**src/rtl/control_multiciclo_if.sv**
```systemverilog
// Control/datapath bundle for the multicycle MIPS controller: opcode and
// memory handshake in, datapath enables, mux selects and debug state out.
interface control_multiciclo_if;
    logic [5:0] opcode;
    logic       mem_listo;
    logic       PCWrite;
    logic       PCWriteCond;
    logic       IorD;
    logic       MemRead;
    logic       MemWrite;
    logic       IRWrite;
    logic       MemtoReg;
    logic       RegDst;
    logic       RegWrite;
    logic       ALUSrcA;
    logic [1:0] ALUSrcB;
    logic [1:0] ALUOp;
    logic [1:0] PCSource;
    logic       opcode_invalido;
    logic [3:0] estado;

    modport master (
        input  opcode, mem_listo,
        output PCWrite, PCWriteCond, IorD, MemRead, MemWrite, IRWrite,
               MemtoReg, RegDst, RegWrite, ALUSrcA, ALUSrcB, ALUOp,
               PCSource, opcode_invalido, estado
    );

    modport slave (
        output opcode, mem_listo,
        input  PCWrite, PCWriteCond, IorD, MemRead, MemWrite, IRWrite,
               MemtoReg, RegDst, RegWrite, ALUSrcA, ALUSrcB, ALUOp,
               PCSource, opcode_invalido, estado
    );
endinterface

```
**src/rtl/control_multiciclo.sv**
```systemverilog
// Moore control FSM for the multicycle MIPS datapath: fetch/decode/execute/
// memory/writeback sequencing with memory-ready stalls and bad-opcode flag.
module control_multiciclo #(
    parameter logic [5:0] OP_RTYPE = 6'h00,
    parameter logic [5:0] OP_LW    = 6'h23,
    parameter logic [5:0] OP_SW    = 6'h2B,
    parameter logic [5:0] OP_BEQ   = 6'h04,
    parameter logic [5:0] OP_J     = 6'h02,
    parameter logic [5:0] OP_ADDI  = 6'h08
) (
    input  logic                 clk,
    input  logic                 reset_n,
    control_multiciclo_if.master bus
);

    localparam logic [3:0] INICIO = 4'd0;
    localparam logic [3:0] FETCH  = 4'd1;
    localparam logic [3:0] DECODE = 4'd2;
    localparam logic [3:0] MEMADR = 4'd3;
    localparam logic [3:0] MEMRD  = 4'd4;
    localparam logic [3:0] MEMWB  = 4'd5;
    localparam logic [3:0] MEMWR  = 4'd6;
    localparam logic [3:0] EXEC   = 4'd7;
    localparam logic [3:0] ALUWB  = 4'd8;
    localparam logic [3:0] BRANCH = 4'd9;
    localparam logic [3:0] JUMP   = 4'd10;
    localparam logic [3:0] ADDIEX = 4'd11;
    localparam logic [3:0] ADDIWB = 4'd12;

    logic [3:0] state;
    logic [3:0] nextState;

    // NOTE: state is updated with <= so every reader sees the pre-edge value.
    always_ff @(posedge clk or negedge reset_n) begin
        if (!reset_n) state <= INICIO;
        else          state <= nextState;
    end

    // NOTE: nextState gets a default before the case so no path infers a latch.
    always_comb begin
        nextState = FETCH;
        case (state)
            INICIO: nextState = FETCH;
            FETCH:  nextState = bus.mem_listo ? DECODE : FETCH;
            DECODE: begin
                case (bus.opcode)
                    OP_LW, OP_SW: nextState = MEMADR;
                    OP_RTYPE:     nextState = EXEC;
                    OP_BEQ:       nextState = BRANCH;
                    OP_J:         nextState = JUMP;
                    OP_ADDI:      nextState = ADDIEX;
                    default:      nextState = FETCH;
                endcase
            end
            // Only LW and SW can reach MEMADR, so a non-SW opcode means load.
            MEMADR: nextState = (bus.opcode == OP_SW) ? MEMWR : MEMRD;
            MEMRD:  nextState = bus.mem_listo ? MEMWB : MEMRD;
            MEMWB:  nextState = FETCH;
            MEMWR:  nextState = bus.mem_listo ? FETCH : MEMWR;
            EXEC:   nextState = ALUWB;
            ALUWB:  nextState = FETCH;
            BRANCH: nextState = FETCH;
            JUMP:   nextState = FETCH;
            ADDIEX: nextState = ADDIWB;
            ADDIWB: nextState = FETCH;
            default: nextState = FETCH;
        endcase
    end

    always_comb begin
        bus.PCWrite         = 1'b0;
        bus.PCWriteCond     = 1'b0;
        bus.IorD            = 1'b0;
        bus.MemRead         = 1'b0;
        bus.MemWrite        = 1'b0;
        bus.IRWrite         = 1'b0;
        bus.MemtoReg        = 1'b0;
        bus.RegDst          = 1'b0;
        bus.RegWrite        = 1'b0;
        bus.ALUSrcA         = 1'b0;
        bus.ALUSrcB         = 2'd0;
        bus.ALUOp           = 2'd0;
        bus.PCSource        = 2'd0;
        bus.opcode_invalido = 1'b0;
        case (state)
            FETCH: begin
                bus.MemRead = 1'b1;
                bus.ALUSrcB = 2'd1;
                // IR and PC+4 are committed only once the memory word is valid.
                bus.IRWrite = bus.mem_listo;
                bus.PCWrite = bus.mem_listo;
            end
            DECODE: begin
                bus.ALUSrcB = 2'd3;
                case (bus.opcode)
                    OP_LW, OP_SW, OP_RTYPE, OP_BEQ, OP_J, OP_ADDI: ;
                    default: bus.opcode_invalido = 1'b1;
                endcase
            end
            MEMADR, ADDIEX: begin
                bus.ALUSrcA = 1'b1;
                bus.ALUSrcB = 2'd2;
            end
            MEMRD: begin
                bus.MemRead = 1'b1;
                bus.IorD    = 1'b1;
            end
            MEMWB: begin
                bus.MemtoReg = 1'b1;
                bus.RegWrite = 1'b1;
            end
            MEMWR: begin
                bus.MemWrite = 1'b1;
                bus.IorD     = 1'b1;
            end
            EXEC: begin
                bus.ALUSrcA = 1'b1;
                bus.ALUOp   = 2'd2;
            end
            ALUWB: begin
                bus.RegDst   = 1'b1;
                bus.RegWrite = 1'b1;
            end
            BRANCH: begin
                bus.ALUSrcA     = 1'b1;
                bus.ALUOp       = 2'd1;
                bus.PCWriteCond = 1'b1;
                bus.PCSource    = 2'd1;
            end
            JUMP: begin
                bus.PCWrite  = 1'b1;
                bus.PCSource = 2'd2;
            end
            ADDIWB: bus.RegWrite = 1'b1;
            default: ;
        endcase
    end

    assign bus.estado = state;

endmodule

```
**src/flat_wrapper.sv**
```systemverilog
// flat-port wrapper written by rule: the top's interface ports become plain ports
module control_multiciclo_flat 
#(
    parameter logic [5:0] OP_RTYPE = 6'h00,
    parameter logic [5:0] OP_LW    = 6'h23,
    parameter logic [5:0] OP_SW    = 6'h2B,
    parameter logic [5:0] OP_BEQ   = 6'h04,
    parameter logic [5:0] OP_J     = 6'h02,
    parameter logic [5:0] OP_ADDI  = 6'h08
)
  (clk, reset_n, bus_opcode, bus_mem_listo, bus_PCWrite, bus_PCWriteCond, bus_IorD, bus_MemRead, bus_MemWrite, bus_IRWrite, bus_MemtoReg, bus_RegDst, bus_RegWrite, bus_ALUSrcA, bus_ALUSrcB, bus_ALUOp, bus_PCSource, bus_opcode_invalido, bus_estado);
  control_multiciclo_if bus_i ();
  input  logic clk;
  input  logic reset_n;
  input wire logic [$bits(bus_i.opcode)-1:0] bus_opcode;
  input wire logic [$bits(bus_i.mem_listo)-1:0] bus_mem_listo;
  output wire logic [$bits(bus_i.PCWrite)-1:0] bus_PCWrite;
  output wire logic [$bits(bus_i.PCWriteCond)-1:0] bus_PCWriteCond;
  output wire logic [$bits(bus_i.IorD)-1:0] bus_IorD;
  output wire logic [$bits(bus_i.MemRead)-1:0] bus_MemRead;
  output wire logic [$bits(bus_i.MemWrite)-1:0] bus_MemWrite;
  output wire logic [$bits(bus_i.IRWrite)-1:0] bus_IRWrite;
  output wire logic [$bits(bus_i.MemtoReg)-1:0] bus_MemtoReg;
  output wire logic [$bits(bus_i.RegDst)-1:0] bus_RegDst;
  output wire logic [$bits(bus_i.RegWrite)-1:0] bus_RegWrite;
  output wire logic [$bits(bus_i.ALUSrcA)-1:0] bus_ALUSrcA;
  output wire logic [$bits(bus_i.ALUSrcB)-1:0] bus_ALUSrcB;
  output wire logic [$bits(bus_i.ALUOp)-1:0] bus_ALUOp;
  output wire logic [$bits(bus_i.PCSource)-1:0] bus_PCSource;
  output wire logic [$bits(bus_i.opcode_invalido)-1:0] bus_opcode_invalido;
  output wire logic [$bits(bus_i.estado)-1:0] bus_estado;
  assign bus_i.opcode = bus_opcode;
  assign bus_i.mem_listo = bus_mem_listo;
  assign bus_PCWrite = bus_i.PCWrite;
  assign bus_PCWriteCond = bus_i.PCWriteCond;
  assign bus_IorD = bus_i.IorD;
  assign bus_MemRead = bus_i.MemRead;
  assign bus_MemWrite = bus_i.MemWrite;
  assign bus_IRWrite = bus_i.IRWrite;
  assign bus_MemtoReg = bus_i.MemtoReg;
  assign bus_RegDst = bus_i.RegDst;
  assign bus_RegWrite = bus_i.RegWrite;
  assign bus_ALUSrcA = bus_i.ALUSrcA;
  assign bus_ALUSrcB = bus_i.ALUSrcB;
  assign bus_ALUOp = bus_i.ALUOp;
  assign bus_PCSource = bus_i.PCSource;
  assign bus_opcode_invalido = bus_i.opcode_invalido;
  assign bus_estado = bus_i.estado;
  control_multiciclo #(.OP_RTYPE(OP_RTYPE), .OP_LW(OP_LW), .OP_SW(OP_SW), .OP_BEQ(OP_BEQ), .OP_J(OP_J), .OP_ADDI(OP_ADDI)) u_core (.clk(clk), .reset_n(reset_n), .bus(bus_i));
endmodule
```
**config.mk**
```make
export PLATFORM = sky130hd
export DESIGN_NAME = control_multiciclo_flat
export DESIGN_NICKNAME = d
export VERILOG_FILES = /design/src/rtl/control_multiciclo_if.sv /design/src/rtl/control_multiciclo.sv /design/src/flat_wrapper.sv
export SDC_FILE = /design/constraint.sdc
export NUM_CORES = 1
export LEC_CHECK = 0
export ABC_AREA = 1
export CAP_MARGIN = 20
export CORE_UTILIZATION = 31
export DETAILED_ROUTE_END_ITERATION = 7
export PLACE_DENSITY = 0.77
export SYNTH_ARGS = -nofsm -noshare
export SYNTH_HDL_FRONTEND = slang
export SYNTH_SLANG_ARGS = --single-unit
export TNS_END_PERCENT = 30
```
**constraint.sdc**
```tcl
create_clock -name clk -period 0.95 [get_ports clk]
set_input_delay 0.095 -clock clk [delete_from_list [all_inputs] [get_ports clk]]
set_output_delay 0.095 -clock clk [all_outputs]
set_load 0.005 [all_outputs]
```
# Yosys cells after proc, flatten, opt, wreduce, memory -nomap -nowiden
# Index checks and enable logic that the tools add are counted.
[classes]
reduce_logical = 8
muxes = 21
n_eq_ne = 17
[op_table]
columns = ["op", "count"]
rows = [
  ["$pmux 4 s7", 1],
  ["$eq 4x4->1 const B", 5],
  ["$pmux 4 s5", 1],
  ["$eq 4x3->1 const B", 4],
  ["$eq 6x6->1 const B", 2],
  ["$mux 1", 12],
  ["$eq 4x2->1 const B", 2],
  ["$pmux 2 s2", 2],
  ["$reduce_or 2->1", 4],
  ["$eq 6x2->1 const B", 1],
  ["$eq 6x3->1 const B", 1],
  ["$eq 6x4->1 const B", 1],
  ["$logic_not 6->1", 1],
  ["$pmux 2 s3", 1],
  ["$reduce_or 6->1", 1],
  ["$eq 4x1->1 const B", 1],
  ["$mux 2", 2],
  ["$reduce_or 4->1", 1],
  ["$mux 3", 1],
  ["$reduce_or 3->1", 1],
  ["$pmux 1 s2", 1],
]
[totals]
inputBits = 9
regBits = 4
elab_cells = 47
out_inout_bits = 21

# Depth between registers and ports, before layout
# Gate-level depths: netlist (run 1).
[logic_depth]
word_depth = 4
ltp_mapped = 8
mapped_depth_nobuf = 8

# Least setup slack after synthesis (run 1)
# Ideal clock, no wire load.
[synth_timing]
kind = "flip-flop to output port"
start = "reg u_core.state[2] (netlist: u_core.bus.estado[2])"
end = "out bus_PCSource[0]"
path_slack_ns = -0.126
arrival_ns = 0.981
stages_incl_launch_ff = 5
t_required_ns = 0.855
path_buffers = 1
cell_sequence = "dfrtp_1 > nor2_1 > inv_2 > nor2_1 > buf_4"
[synth_via]
elab_chain_cells = 2
elab_cells_between_ends = 3
classes_between = "2 x eq/ne; 1 x mux"
[synth_rtl]
columns = ["item", "line_no", "rtl"]
rows = [
  ["start: declaration", "control_multiciclo.sv:30", "logic [3:0] state;"],
  ["start signal: assignment", "control_multiciclo.sv:36", "else state <= nextState;"],
  ["$eq 4x4->1", "control_multiciclo.sv:85", "case (state)"],
  ["$pmux 2 s2 (*)", "control_multiciclo.sv:85", ""],
  ["end: declaration", "flat_wrapper.sv:29", "output wire logic [$bits(bus_i.PCSource)-1:0] bus_PCSource;"],
]
# Every way passes the cells marked *; elsewhere a longest branch is shown, timed or not.

# Final worst setup path (run 1)
[layout_timing]
start = "reg u_core.state[3] (netlist: u_core.bus.estado[3])"
end = "out bus_MemRead"
[layout_via]
elab_chain_cells = 3
elab_cells_between_ends = 4
classes_between = "2 x eq/ne; 1 x mux; 1 x reduce/logical"
[layout_rtl]
columns = ["item", "line_no", "rtl"]
rows = [
  ["$eq 4x1->1 or $eq 4x3->1 (tied branches)", "control_multiciclo.sv:85", ""],
  ["$reduce_or 2->1 (no line) (*)", "n/a", ""],
  ["$mux 1 (*)", "control_multiciclo.sv:85", ""],
  ["end: declaration", "flat_wrapper.sv:20", "output wire logic [$bits(bus_i.MemRead)-1:0] bus_MemRead;"],
]
# Marked as above.

==> results.rst, run 1 <==
.. list-table::
   :header-rows: 1

   * - Metric
     - Value
   * - Antenna-violating nets left
     - 0
   * - Share of cells above drive strength 1
     - 64.1%
   * - Number of instances in the synthesized netlist
     - 87
   * - Worst IR Drop VDD
     - 2.48 mV
   * - Endpoints failing setup
     - 25
   * - Register bit total from synthesis
     - 4
   * - DRC violation count after routing
     - 0
   * - Number of antenna violations at the first check in global routing
     - 0
   * - Period utilization
     - 154%
   * - Avg WL per Cell
     - 15.8 µm
   * - Count of final hold-check violations
     - 0
   * - Final setup slack of the worst path
     - -515 ps
   * - Fmax
     - 683 MHz
   * - DR iter-0 viols
     - 15
   * - Via total after detailed routing
     - 899
   * - Clock latency on the worst-skew pair
     - 240 ps
   * - Crit path capture type
     - output port
   * - Overall global routing resource usage
     - 35.0%
   * - Placement row count
     - 13
   * - Setup repair after global routing missed its margin
     - yes
   * - Hold slack
     - 64.0 ps
   * - Share of the yosys chip area belonging to registers
     - 21.2%
   * - Biggest cell delay along the critical path
     - 390 ps
   * - Min Tclk post-route
     - 1460 ps
   * - Status
     - finished, violations left
   * - Clock-pin slew reported for the worst setup and hold paths after clock tree synthesis
     - 40 ps
   * - Total wire length after detailed routing
     - 2700 µm
   * - Antenna diodes
     - 0
   * - Global placement routability congestion
     - 0.746
   * - Transition time of the tightest slew-check pin
     - 216 ps
   * - Inserted Clock Buffers
     - 3
   * - Max-cap viol count
     - 0
   * - Kind of critical path
     - register to output port
   * - CP arrival
     - 1370 ps
   * - Critical path fanouts, max
     - 2
   * - Number of top-level pins
     - 30
   * - Die height
     - 41.1 µm
   * - Max-slew violations
     - 0
   * - Switching Fraction
     - 47.2%
   * - Largest net degree at the start of global routing
     - 6
   * - Die Footprint
     - 1690 µm²
   * - Sequential cell fraction of total power
     - 10.2%
   * - Kind of launch point of the worst setup path
     - register
   * - Number of nets in the synthesized netlist
     - 96
   * - Ordered cell list for the critical path
     - buf_4, buf_4, nor2_4, nand3_2, o21ai_2, buf_2
   * - Total power consumption of the routed design
     - 3.61 mW
   * - H-tree level count
     - 1
   * - Clk buf depth
     - 2
   * - Post-layout net count
     - 166
   * - Ratio of routed vias to standard cells
     - 5.26
   * - Die Wd
     - 41.1 µm
   * - Worst slew margin relative to its limit
     - 85.6%
   * - Post-synthesis cell area
     - 473 µm²
   * - Combinational power share
     - 83.2%
   * - Standard cell core area
     - 1370 µm²
   * - DP HPWL
     - 1370 µm
   * - Yosys synthesis warning count
     - 0
   * - CP Data Required Time
     - 850 ps
   * - Number of flip-flops in the largest register
     - 4
   * - Internal Power
     - 1.91 mW
   * - Via count of the first global-routing pass
     - 887
   * - Standby leakage power
     - 0.643 nW
   * - Layout Cell Area excl Fill
     - 1200 µm²
   * - Area growth from synthesis to layout
     - 155%
   * - Switching power of the nets
     - 1.70 mW
   * - Part of the total power dissipated in the clock network
     - 6.6%
   * - Fillers
     - 71
   * - Max stage delay cell, worst path
     - sky130_fd_sc_hd__dfrtp_1
   * - Power per standard cell area
     - 3000 nW/µm²
   * - Total grt overflow
     - 0
   * - Gate family responsible for the most delay along the worst path
     - buffers and inverters
   * - Root buffer cell
     - sky130_fd_sc_hd__clkbuf_4
   * - TritonCTS clock tree
     - yes
   * - Mean Syn Cell Area
     - 5.44 µm²
   * - Cell variety after synth
     - 14
   * - Final clock skew
     - 1.53 ps
   * - Starting utilization of the core area
     - 34.6%
   * - First-pass DRT Iterations
     - 5
   * - Number of sinks handled by clock tree synthesis
     - 4
   * - Failing checks
     - negative setup slack
   * - Number of buffers added on ports
     - 29
   * - Crit-path most repeated cell
     - sky130_fd_sc_hd__buf_4
   * - Path category of the worst min-delay check
     - input port to asynchronous set/reset pin
   * - Global-route wire length before repair
     - 3710 µm
   * - Number of buffers and inverters on the critical path
     - 3
   * - Cell area after placement
     - 1000 µm²
synthesized netlist by cell type:
cell type	n	share of area, %
sky130_fd_sc_hd__nor2_1	21	17
sky130_fd_sc_hd__o21ai_1	3	3.2
sky130_fd_sc_hd__dfrtp_1	4	21
sky130_fd_sc_hd__nand2_1	19	15
sky130_fd_sc_hd__inv_2	4	3.2
sky130_fd_sc_hd__nand3b_1	1	1.6
sky130_fd_sc_hd__o2111ai_1	1	1.9
sky130_fd_sc_hd__buf_4	1	1.6
sky130_fd_sc_hd__inv_1	12	9.5
sky130_fd_sc_hd__nand3_1	6	6.3
sky130_fd_sc_hd__nand4_1	1	1.3
sky130_fd_sc_hd__nor2_2	5	6.6
sky130_fd_sc_hd__o22ai_1	2	2.6
sky130_fd_sc_hd__nand2_2	7	9.3
power groups by stage:
| stage | logic, mW | registers [mW] | clock network, mW |
|---|---|---|---|
| 3_3_place_gp | 2.07 | 0.340 | 0 |
| 6_report | 3.00 | 0.368 | 0.238 |
| 2_1_floorplan | 0.807 | 0.387 | 0 |
| 5_1_grt | 3.21 | 0.371 | 0.262 |
| 4_1_cts | 2.64 | 0.349 | 0.244 |
| 3_5_place_dp | 2.12 | 0.340 | 0 |
layout make-up:
type                            count  area [µm²]  share of cell area (%)
Timing Repair Buffer               66         515                    42.8
Multi-Input combinational cell     66         475                    39.5
Sequential cell                     4         104                    8.62
Inverter                           16        65.1                    5.40
Clock buffer                        4        26.3                    2.18
Tap cell                           15        18.8                    1.56
path summary, 6_finish.rpt:
| kind | startpoint | to | slack [ps] | cells past startpoint |
|---|---|---|---|---|
| min | reset_n | u_core.bus.estado[3] | 60 | 1 |
| min reg2reg | u_core.bus.estado[0] | u_core.bus.estado[1] | 830 | 5 |
| max reg2reg | u_core.bus.estado[2] | u_core.bus.estado[1] | -410 | 9 |
| min in group clk | bus_opcode[2] | u_core.bus.estado[3] | 680 | 5 |
| max | u_core.bus.estado[3] | bus_MemRead | -510 | 6 |
| max in group asynchronous | reset_n | u_core.bus.estado[1] | 690 | 1 |
per-layer routing:
| metal | GRT usage [%] | wire length [µm] | vias to the layer above |
|---|---|---|---|
| li1 | - | - | 411 |
| met1 | 32.8 | 960 | 413 |
| met2 | 68.0 | 1410 | 52 |
| met3 | 5.98 | 134 | 23 |
| met4 | 21.7 | 201 | 0 |
| met5 | 0 | 0 | - |
what timing repair did:
item | CTS | global route
pin swaps | 17 | 8
buffers inserted | 13 | 0
gates resized for setup | 103 | 21
gates cloned | 0 | 0
endpoints found under the setup margin | 25 | 25
hold buffers | 0 | 0
layout by cell type (no fill, tap or decap):
master	n
sky130_fd_sc_hd__nor2_4	8
sky130_fd_sc_hd__dfrtp_2	3
sky130_fd_sc_hd__nand2_1	17
sky130_fd_sc_hd__nand2_2	3
sky130_fd_sc_hd__inv_1	9
sky130_fd_sc_hd__nor2_1	11
sky130_fd_sc_hd__clkbuf_1	1
sky130_fd_sc_hd__o2111ai_1	1
sky130_fd_sc_hd__dfrtp_1	1
sky130_fd_sc_hd__clkbuf_4	3
sky130_fd_sc_hd__nand3_1	4
sky130_fd_sc_hd__o21ai_2	1
sky130_fd_sc_hd__dlygate4sd2_1	1
sky130_fd_sc_hd__o22ai_4	1
sky130_fd_sc_hd__nand2_4	4
sky130_fd_sc_hd__buf_4	24
sky130_fd_sc_hd__inv_2	5
sky130_fd_sc_hd__nand4_1	1
sky130_fd_sc_hd__buf_2	16
sky130_fd_sc_hd__nor2_2	7
sky130_fd_sc_hd__buf_6	13
sky130_fd_sc_hd__o21ai_1	1
sky130_fd_sc_hd__nand3_2	1
sky130_fd_sc_hd__nand2_8	2
sky130_fd_sc_hd__nand3_4	1
sky130_fd_sc_hd__clkdlybuf4s50_1	8
sky130_fd_sc_hd__o21ai_4	1
sky130_fd_sc_hd__inv_4	2
sky130_fd_sc_hd__o22ai_2	1
sky130_fd_sc_hd__clkbuf_2	4
sky130_fd_sc_hd__nand3b_1	1
logic make-up after synthesis:
logic type      after synthesis  synth area share [%]
simple gates                 60                  56.9
buf+inv                      17                  14.3
compound gates                6                  7.67
flops                         4                  21.2
per-stage QoR:
step	setup slack, ps	setup TNS, ps	instances	utilization (%)
2_1_floorplan	-48.2	-247	87	-
3_3_place_gp	-688	-9670	155	73.3
3_5_place_dp	-779	-10320	155	73.3
4_1_cts	-467	-8820	172	87.3
5_1_grt	-573	-10610	171	88.2
6_report	-515	-9480	171	88.2
(Power assumes the default switching activity.)
==> run 2: changes to the inputs <==
--- a/config.mk
+++ b/config.mk
@@ -9,7 +9,7 @@
 export CAP_MARGIN = 20
 export CORE_UTILIZATION = 31
 export DETAILED_ROUTE_END_ITERATION = 7
-export PLACE_DENSITY = 0.77
+export PLACE_DENSITY_LB_ADDON = 0.3
 export SYNTH_ARGS = -nofsm -noshare
 export SYNTH_HDL_FRONTEND = slang
 export SYNTH_SLANG_ARGS = --single-unit
==> results.rst, run 2 (synthesis results as in run 1) <==
.. list-table::
   :header-rows: 1

   * - Metric
     - Value
   * - Status
     - finished, violations left
   * - Failing checks
     - negative setup slack
   * - Die height
     - 41.1 µm
   * - Overall global routing resource usage
     - 30.4%
   * - Kind of launch point of the worst setup path
     - register
   * - Critical path fanouts, max
     - 4
   * - Endpoints failing setup
     - 24
   * - Total power consumption of the routed design
     - 3.33 mW
   * - Antenna-violating nets left
     - 0
   * - Final setup slack of the worst path
     - -532 ps
   * - Min Tclk post-route
     - 1480 ps
   * - Number of instances in the placed design
     - 153
   * - Total wire length after detailed routing
     - 2290 µm
   * - Final instance count without filler cells
     - 168
   * - Transition time of the tightest slew-check pin
     - 190 ps
   * - Register-to-register setup slack
     - -520 ps
   * - Clock latency on the worst-skew pair
     - 250 ps
   * - GR Layer Usage met2
     - 61.3%
   * - Inserted Clock Buffers
     - 3
   * - DR iter-0 viols
     - 17
   * - Number of cells on the worst reg-to-reg path
     - 11
   * - Max-cap viol count
     - 0
   * - Count of final hold-check violations
     - 0
   * - Setup repair after global routing missed its margin
     - yes
   * - CP arrival
     - 1390 ps
   * - Final clock skew
     - 1.51 ps
   * - DP HPWL
     - 1390 µm
   * - Number of sinks handled by clock tree synthesis
     - 4
   * - Global-route wire length before repair
     - 3250 µm
   * - Via count of the first global-routing pass
     - 797
   * - Worst IR Drop VDD
     - 2.30 mV
   * - Crit path capture type
     - output port
   * - Power per standard cell area
     - 2800 nW/µm²
   * - Most used cells in the layout excluding fill and tap cells
     - sky130_fd_sc_hd__buf_4 (20), sky130_fd_sc_hd__nand2_1 (15), sky130_fd_sc_hd__buf_6 (13), sky130_fd_sc_hd__nor2_1 (12), sky130_fd_sc_hd__buf_2 (12)
   * - Post-layout net count
     - 163
   * - Max-slew violations
     - 0
   * - Largest net degree at the start of global routing
     - 6
   * - Number of flip-flops in the largest register
     - 4
   * - Area growth from synthesis to layout
     - 152%
   * - Die Footprint
     - 1690 µm²
   * - Launch point of the worst reg-to-reg path
     - u_core.bus.estado[1]
   * - Reg-to-reg critical path endpoint
     - u_core.bus.estado[1]
   * - Number of buffers added on ports
     - 29
   * - Ratio of routed vias to standard cells
     - 4.89
   * - Clock-pin slew reported for the worst setup and hold paths after clock tree synthesis
     - 40 ps
   * - H-tree level count
     - 1
   * - Period utilization
     - 156%
   * - Global placement routability congestion
     - 0.738
   * - Path category of the worst min-delay check
     - input port to asynchronous set/reset pin
   * - Share of cells above drive strength 1
     - 61.4%
   * - Standby leakage power
     - 0.643 nW
   * - Number of antenna violations at the first check in global routing
     - 0
   * - Via total after detailed routing
     - 821
   * - Total negative slack
     - -9480 ps
   * - CP Data Required Time
     - 850 ps
   * - Kind of critical path
     - register to output port
   * - Global routing usage on met1
     - 27.6%
   * - First-pass DRT Iterations
     - 4
   * - Antenna diodes
     - 0
   * - DRC violation count after routing
     - 0
   * - Starting utilization of the core area
     - 34.6%
   * - Fmax
     - 675 MHz
   * - Placement row count
     - 13
   * - Most common library cell in the layout ignoring fill and taps
     - sky130_fd_sc_hd__buf_4
   * - Root buffer cell
     - sky130_fd_sc_hd__clkbuf_4
   * - Standard cell core area
     - 1370 µm²
   * - TritonCTS clock tree
     - yes
   * - Global routing's busiest layer
     - met2
   * - Clk buf depth
     - 2
   * - Die Wd
     - 41.1 µm
   * - Total grt overflow
     - 0
   * - Avg WL per Cell
     - 13.6 µm
   * - Met3 routing resource usage after global routing
     - 8.15%
   * - Number of top-level pins
     - 30
   * - Worst slew margin relative to its limit
     - 87.3%
==> run 2: cell count changes in the layout (fill, tap and decap cells not counted), moves of 2 or more <==
cell                       previous run  this run
sky130_fd_sc_hd__buf_2               16        12
sky130_fd_sc_hd__clkbuf_2             4         6
sky130_fd_sc_hd__buf_4               24        20
sky130_fd_sc_hd__inv_4                2         4
sky130_fd_sc_hd__inv_1                9        11
sky130_fd_sc_hd__buf_12               0         2
sky130_fd_sc_hd__nand2_1             17        15
sky130_fd_sc_hd__nand2_2              3         6
sky130_fd_sc_hd__inv_2                5         1
==> run 2: power breakdown <==
group          total, mW  internal (mW)  switching (mW)  leakage, nW
Clock              0.247          0.159          0.0881       0.0150
Sequential         0.388          0.253           0.135       0.0478
Combinational       2.70           1.39            1.31        0.580
==> run 2: cell type report <==
class,instances,area [µm²]
flip-flops and latches,4,104
well taps,15,18.8
repair buffers,63,526
clock buffers,4,26.3
multi-input cells,66,445
inverters,16,70.1
fillers,66,176
==> run 2: per-stage QoR <==
stage / utilization (%) / hold WS [ps] / cell area (µm²) / setup WS [ps]
floorplan: - / -201 / 512 / -48.2
global placement: 73.1 / 300 / 998 / -687
detailed placement: 73.1 / 307 / 998 / -768
CTS: 86.6 / 44.5 / 1180 / -517
global route: 87.1 / 56.5 / 1190 / -598
finish: 87.1 / 46.0 / 1190 / -532
==> run 2: worst max path at each step <==
stage | startpoint | to | slack (ps) | depth (start not counted)
after CTS | u_core.bus.estado[1] | bus_opcode_invalido | -520 | 8
after detailed placement | bus_opcode[2] | bus_opcode_invalido | -770 | 8
after global placement | bus_opcode[4] | bus_opcode_invalido | -690 | 8
after floorplan | u_core.bus.estado[3] | bus_opcode_invalido | -50 | 5
final | u_core.bus.estado[2] | bus_MemRead | -530 | 6
after global routing | u_core.bus.estado[1] | bus_opcode_invalido | -600 | 8
==> run 2: per-layer routing <==
layer	wire (µm)	vias to the layer above	part of all wire, %
met5	0	-	0
met4	25	0	1.1
met3	89	4	3.9
met2	1260	37	55
met1	913	377	40
li1	-	403	-
==> run 2: critical path, cell delays in order, from the launching register on <==
cell and delay [ps]:
sky130_fd_sc_hd__dfrtp_2 430, sky130_fd_sc_hd__inv_4 50, sky130_fd_sc_hd__buf_4 140, sky130_fd_sc_hd__nor2_2 140
sky130_fd_sc_hd__nand3_1 160, sky130_fd_sc_hd__o21ai_2 90, sky130_fd_sc_hd__buf_2 120
==> run 2: repair_timing <==
action                     in CTS  in global routing
gates resized for setup        87                 24
setup endpoints to repair      25                 25
setup buffers                  10                  2
pin swaps                      15                  5
hold buffers                    0                  0
==> run 3: changes to the inputs <==
--- a/config.mk
+++ b/config.mk
@@ -5,9 +5,8 @@
 export SDC_FILE = /design/constraint.sdc
 export NUM_CORES = 1
 export LEC_CHECK = 0
-export ABC_AREA = 1
 export CAP_MARGIN = 20
-export CORE_UTILIZATION = 31
+export CORE_UTILIZATION = 34
 export DETAILED_ROUTE_END_ITERATION = 7
 export PLACE_DENSITY_LB_ADDON = 0.3
 export SYNTH_ARGS = -nofsm -noshare
==> results.rst, run 3 <==
.. list-table::
   :header-rows: 1

   * - Metric
     - Value
   * - Via count of the first global-routing pass
     - 785
   * - Final setup slack of the worst path
     - -500 ps
   * - Die height
     - 42.1 µm
   * - Total power consumption of the routed design
     - 3.13 mW
   * - Number of antenna violations at the first check in global routing
     - 0
   * - Inserted Clock Buffers
     - 3
   * - Post-layout net count
     - 143
   * - Endpoints failing setup
     - 25
   * - Crit path capture type
     - register
   * - Number of instances in the synthesized netlist
     - 69
   * - Max-slew violations
     - 0
   * - Register bit total from synthesis
     - 4
   * - H-tree level count
     - 1
   * - Synthesized-area fraction occupied by xor and xnor cells
     - 3.20%
   * - Placement row count
     - 14
   * - Biggest cell delay along the critical path
     - 440 ps
   * - Min Tclk post-route
     - 1450 ps
   * - Kind of launch point of the worst setup path
     - register
   * - Ordered cell list for the critical path
     - buf_6, nand3b_1, buf_4, buf_4, a2bb2oi_1, o221ai_1
   * - Cell taking the most area after synthesis
     - sky130_fd_sc_hd__dfrtp_1
   * - Core utilization of the finished layout
     - 77.8%
   * - Die Footprint
     - 1770 µm²
   * - Standby leakage power
     - 0.546 nW
   * - Synth Area in Compound Gates
     - 25.9%
   * - Critical path fanouts, max
     - 4
   * - Antenna diodes
     - 0
   * - Post-synthesis share of cell area spent on full adders, half adders and majority gates
     - 1.83%
   * - Number of nets in the synthesized netlist
     - 78
   * - Clk buf depth
     - 2
   * - Post-synthesis cell area
     - 547 µm²
   * - Ratio of routed vias to standard cells
     - 5.50
   * - Kind of critical path
     - register to register
   * - Clock-pin slew reported for the worst setup and hold paths after clock tree synthesis
     - 40 ps
   * - Transition time of the tightest slew-check pin
     - 286 ps
   * - Fmax
     - 690 MHz
   * - Via total after detailed routing
     - 819
   * - CP arrival
     - 1590 ps
   * - Number of buffers and inverters on the critical path
     - 3
   * - Max stage delay cell, worst path
     - sky130_fd_sc_hd__dfrtp_2
   * - Power per standard cell area
     - 2670 nW/µm²
   * - Number of sinks handled by clock tree synthesis
     - 4
   * - Global placement routability congestion
     - 0.865
   * - Overall global routing resource usage
     - 26.5%
   * - Area growth from synthesis to layout
     - 114%
   * - DR iter-0 viols
     - 8
   * - Leading register cell type out of synthesis
     - sky130_fd_sc_hd__dfrtp_1
   * - Root buffer cell
     - sky130_fd_sc_hd__clkbuf_4
   * - DP HPWL
     - 1380 µm
   * - Number of buffers added on ports
     - 29
   * - Most common library cell in the layout ignoring fill and taps
     - sky130_fd_sc_hd__buf_4
   * - Clock latency on the worst-skew pair
     - 240 ps
   * - Final clock skew
     - 7.93 ps
   * - Share of flip-flops with an asynchronous set or reset after synthesis
     - 100%
   * - Standard cell core area
     - 1510 µm²
   * - Number of top-level pins
     - 30
   * - CP Data Required Time
     - 1090 ps
   * - Yosys synthesis warning count
     - 0
   * - Max-cap viol count
     - 0
   * - Number of enable flip-flop cells after synthesis
     - 0
   * - Crit-path most repeated cell
     - sky130_fd_sc_hd__buf_4
   * - Worst slew margin relative to its limit
     - 80.8%
   * - Status
     - finished, violations left
   * - TritonCTS clock tree
     - yes
   * - Count of final hold-check violations
     - 0
   * - Post-synthesis mux area share
     - 0%
   * - Simple-gate portion of the synthesized area
     - 42.1%
   * - Total wire length after detailed routing
     - 2230 µm
   * - Top post-synthesis cells by count
     - sky130_fd_sc_hd__nor2_1 (10), sky130_fd_sc_hd__buf_4 (5), sky130_fd_sc_hd__nor2b_1 (5)
   * - Number of flip-flops in the largest register
     - 4
   * - Gate family responsible for the most delay along the worst path
     - flip-flops
   * - Avg WL per Cell
     - 15.0 µm
   * - Top cells by area, synth
     - sky130_fd_sc_hd__dfrtp_1 (18%), sky130_fd_sc_hd__buf_4 (6.9%), sky130_fd_sc_hd__nor2_1 (6.9%)
   * - Mean Syn Cell Area
     - 7.92 µm²
   * - Path category of the worst min-delay check
     - input port to asynchronous set/reset pin
   * - Antenna-violating nets left
     - 0
   * - Share of cells above drive strength 1
     - 65.4%
   * - Die Wd
     - 42.1 µm
   * - Most used cells in the layout excluding fill and tap cells
     - sky130_fd_sc_hd__buf_4 (30), sky130_fd_sc_hd__buf_2 (11), sky130_fd_sc_hd__buf_6 (10), sky130_fd_sc_hd__dlygate4sd2_1 (7), sky130_fd_sc_hd__nor2_2 (6)
   * - DRC violation count after routing
     - 0
   * - Worst IR Drop VDD
     - 1.65 mV
   * - Total grt overflow
     - 0
   * - Starting utilization of the core area
     - 36.3%
   * - First-pass DRT Iterations
     - 4
   * - Cell variety after synth
     - 36
   * - Post-synth top area share
     - 18.3%
   * - Setup repair after global routing missed its margin
     - yes
   * - Largest family of logic cells by synthesized area
     - simple AND/OR/NAND/NOR gates
   * - Period utilization
     - 153%
   * - Failing checks
     - negative setup slack
   * - Fillers
     - 103
   * - Library cell with the highest instance count after synthesis
     - sky130_fd_sc_hd__nor2_1
   * - Global-route wire length before repair
     - 3520 µm
   * - Share of the yosys chip area belonging to registers
     - 18.3%
   * - Largest net degree at the start of global routing
     - 10
-- run 3: cell types whose count changed after synthesis, moves of 5 or more --
cell | before | now
sky130_fd_sc_hd__nand2_1 | 19 | 2
sky130_fd_sc_hd__inv_1 | 12 | 0
sky130_fd_sc_hd__nor2_1 | 21 | 10
sky130_fd_sc_hd__nand2_2 | 7 | 0
sky130_fd_sc_hd__nand3_1 | 6 | 1
sky130_fd_sc_hd__nor2_2 | 5 | 0
sky130_fd_sc_hd__nor2b_1 | 0 | 5
-- run 3: cell families after synthesis --
kind of cell             Yosys count
buffers and inverters              7
flip-flops                         4
AO/OA/AOI/OAI                     18
adder cells (fa/ha/maj)            1
AND/OR/NAND/NOR                   37
XOR/XNOR                           2
-- run 3: worst paths after layout --
check | from | slack [ps] | cells past startpoint | end
min in group clk | bus_opcode[4] | 410 | 5 | u_core.bus.estado[3]
worst min register to register | u_core.bus.estado[1] | 730 | 2 | u_core.bus.estado[3]
max in group asynchronous | reset_n | 700 | 1 | u_core.bus.estado[0]
worst max-delay path | u_core.bus.estado[1] | -500 | 6 | u_core.bus.estado[1]
worst max register to register | u_core.bus.estado[1] | -500 | 6 | u_core.bus.estado[1]
worst min-delay path | reset_n | 50 | 1 | u_core.bus.estado[2]
-- run 3: where the power goes --
part | internal, mW | switching, mW
Combinational | 1.44 | 1.10
Sequential | 0.251 | 0.100
Clock | 0.158 | 0.0769
-- run 3: per-stage QoR --
step                      area (µm²)  hold slack [ps]  setup slack (ps)  cells  TNS [ps]
after global placement          1020              301              -740    133    -10840
after detailed placement        1020              316              -756    133    -11600
after global routing            1170             57.7              -572    149    -10000
final                           1170             54.6              -500    149     -8580
after floorplan                  578             -201              -111     69      -747
after CTS                       1150             53.1              -501    148     -9360
-- run 3: layout make-up --
type / count / area, µm² / share of cell area, %
clock buffers: 4 / 26.3 / 2.24
multi-input cells: 58 / 492 / 41.9
repair buffers: 67 / 531 / 45.3
flip-flops and latches: 4 / 104 / 8.86
well taps: 16 / 20.0 / 1.71
-- run 3: metal layers --
layer / part of all wire (%) / vias to the layer above / global-route usage [%]
li1: - / 394 / -
met5: 0 / - / 0
met2: 53 / 28 / 48.1
met1: 40 / 388 / 28.9
met3: 4.1 / 9 / 5.60
met4: 3.1 / 0 / 12.5
-- run 3: timing repair --
action,in CTS,in global routing
setup endpoints to repair,25,25
setup buffers,11,1
hold buffers,0,0
pin swaps,7,2
gates resized for setup,83,24
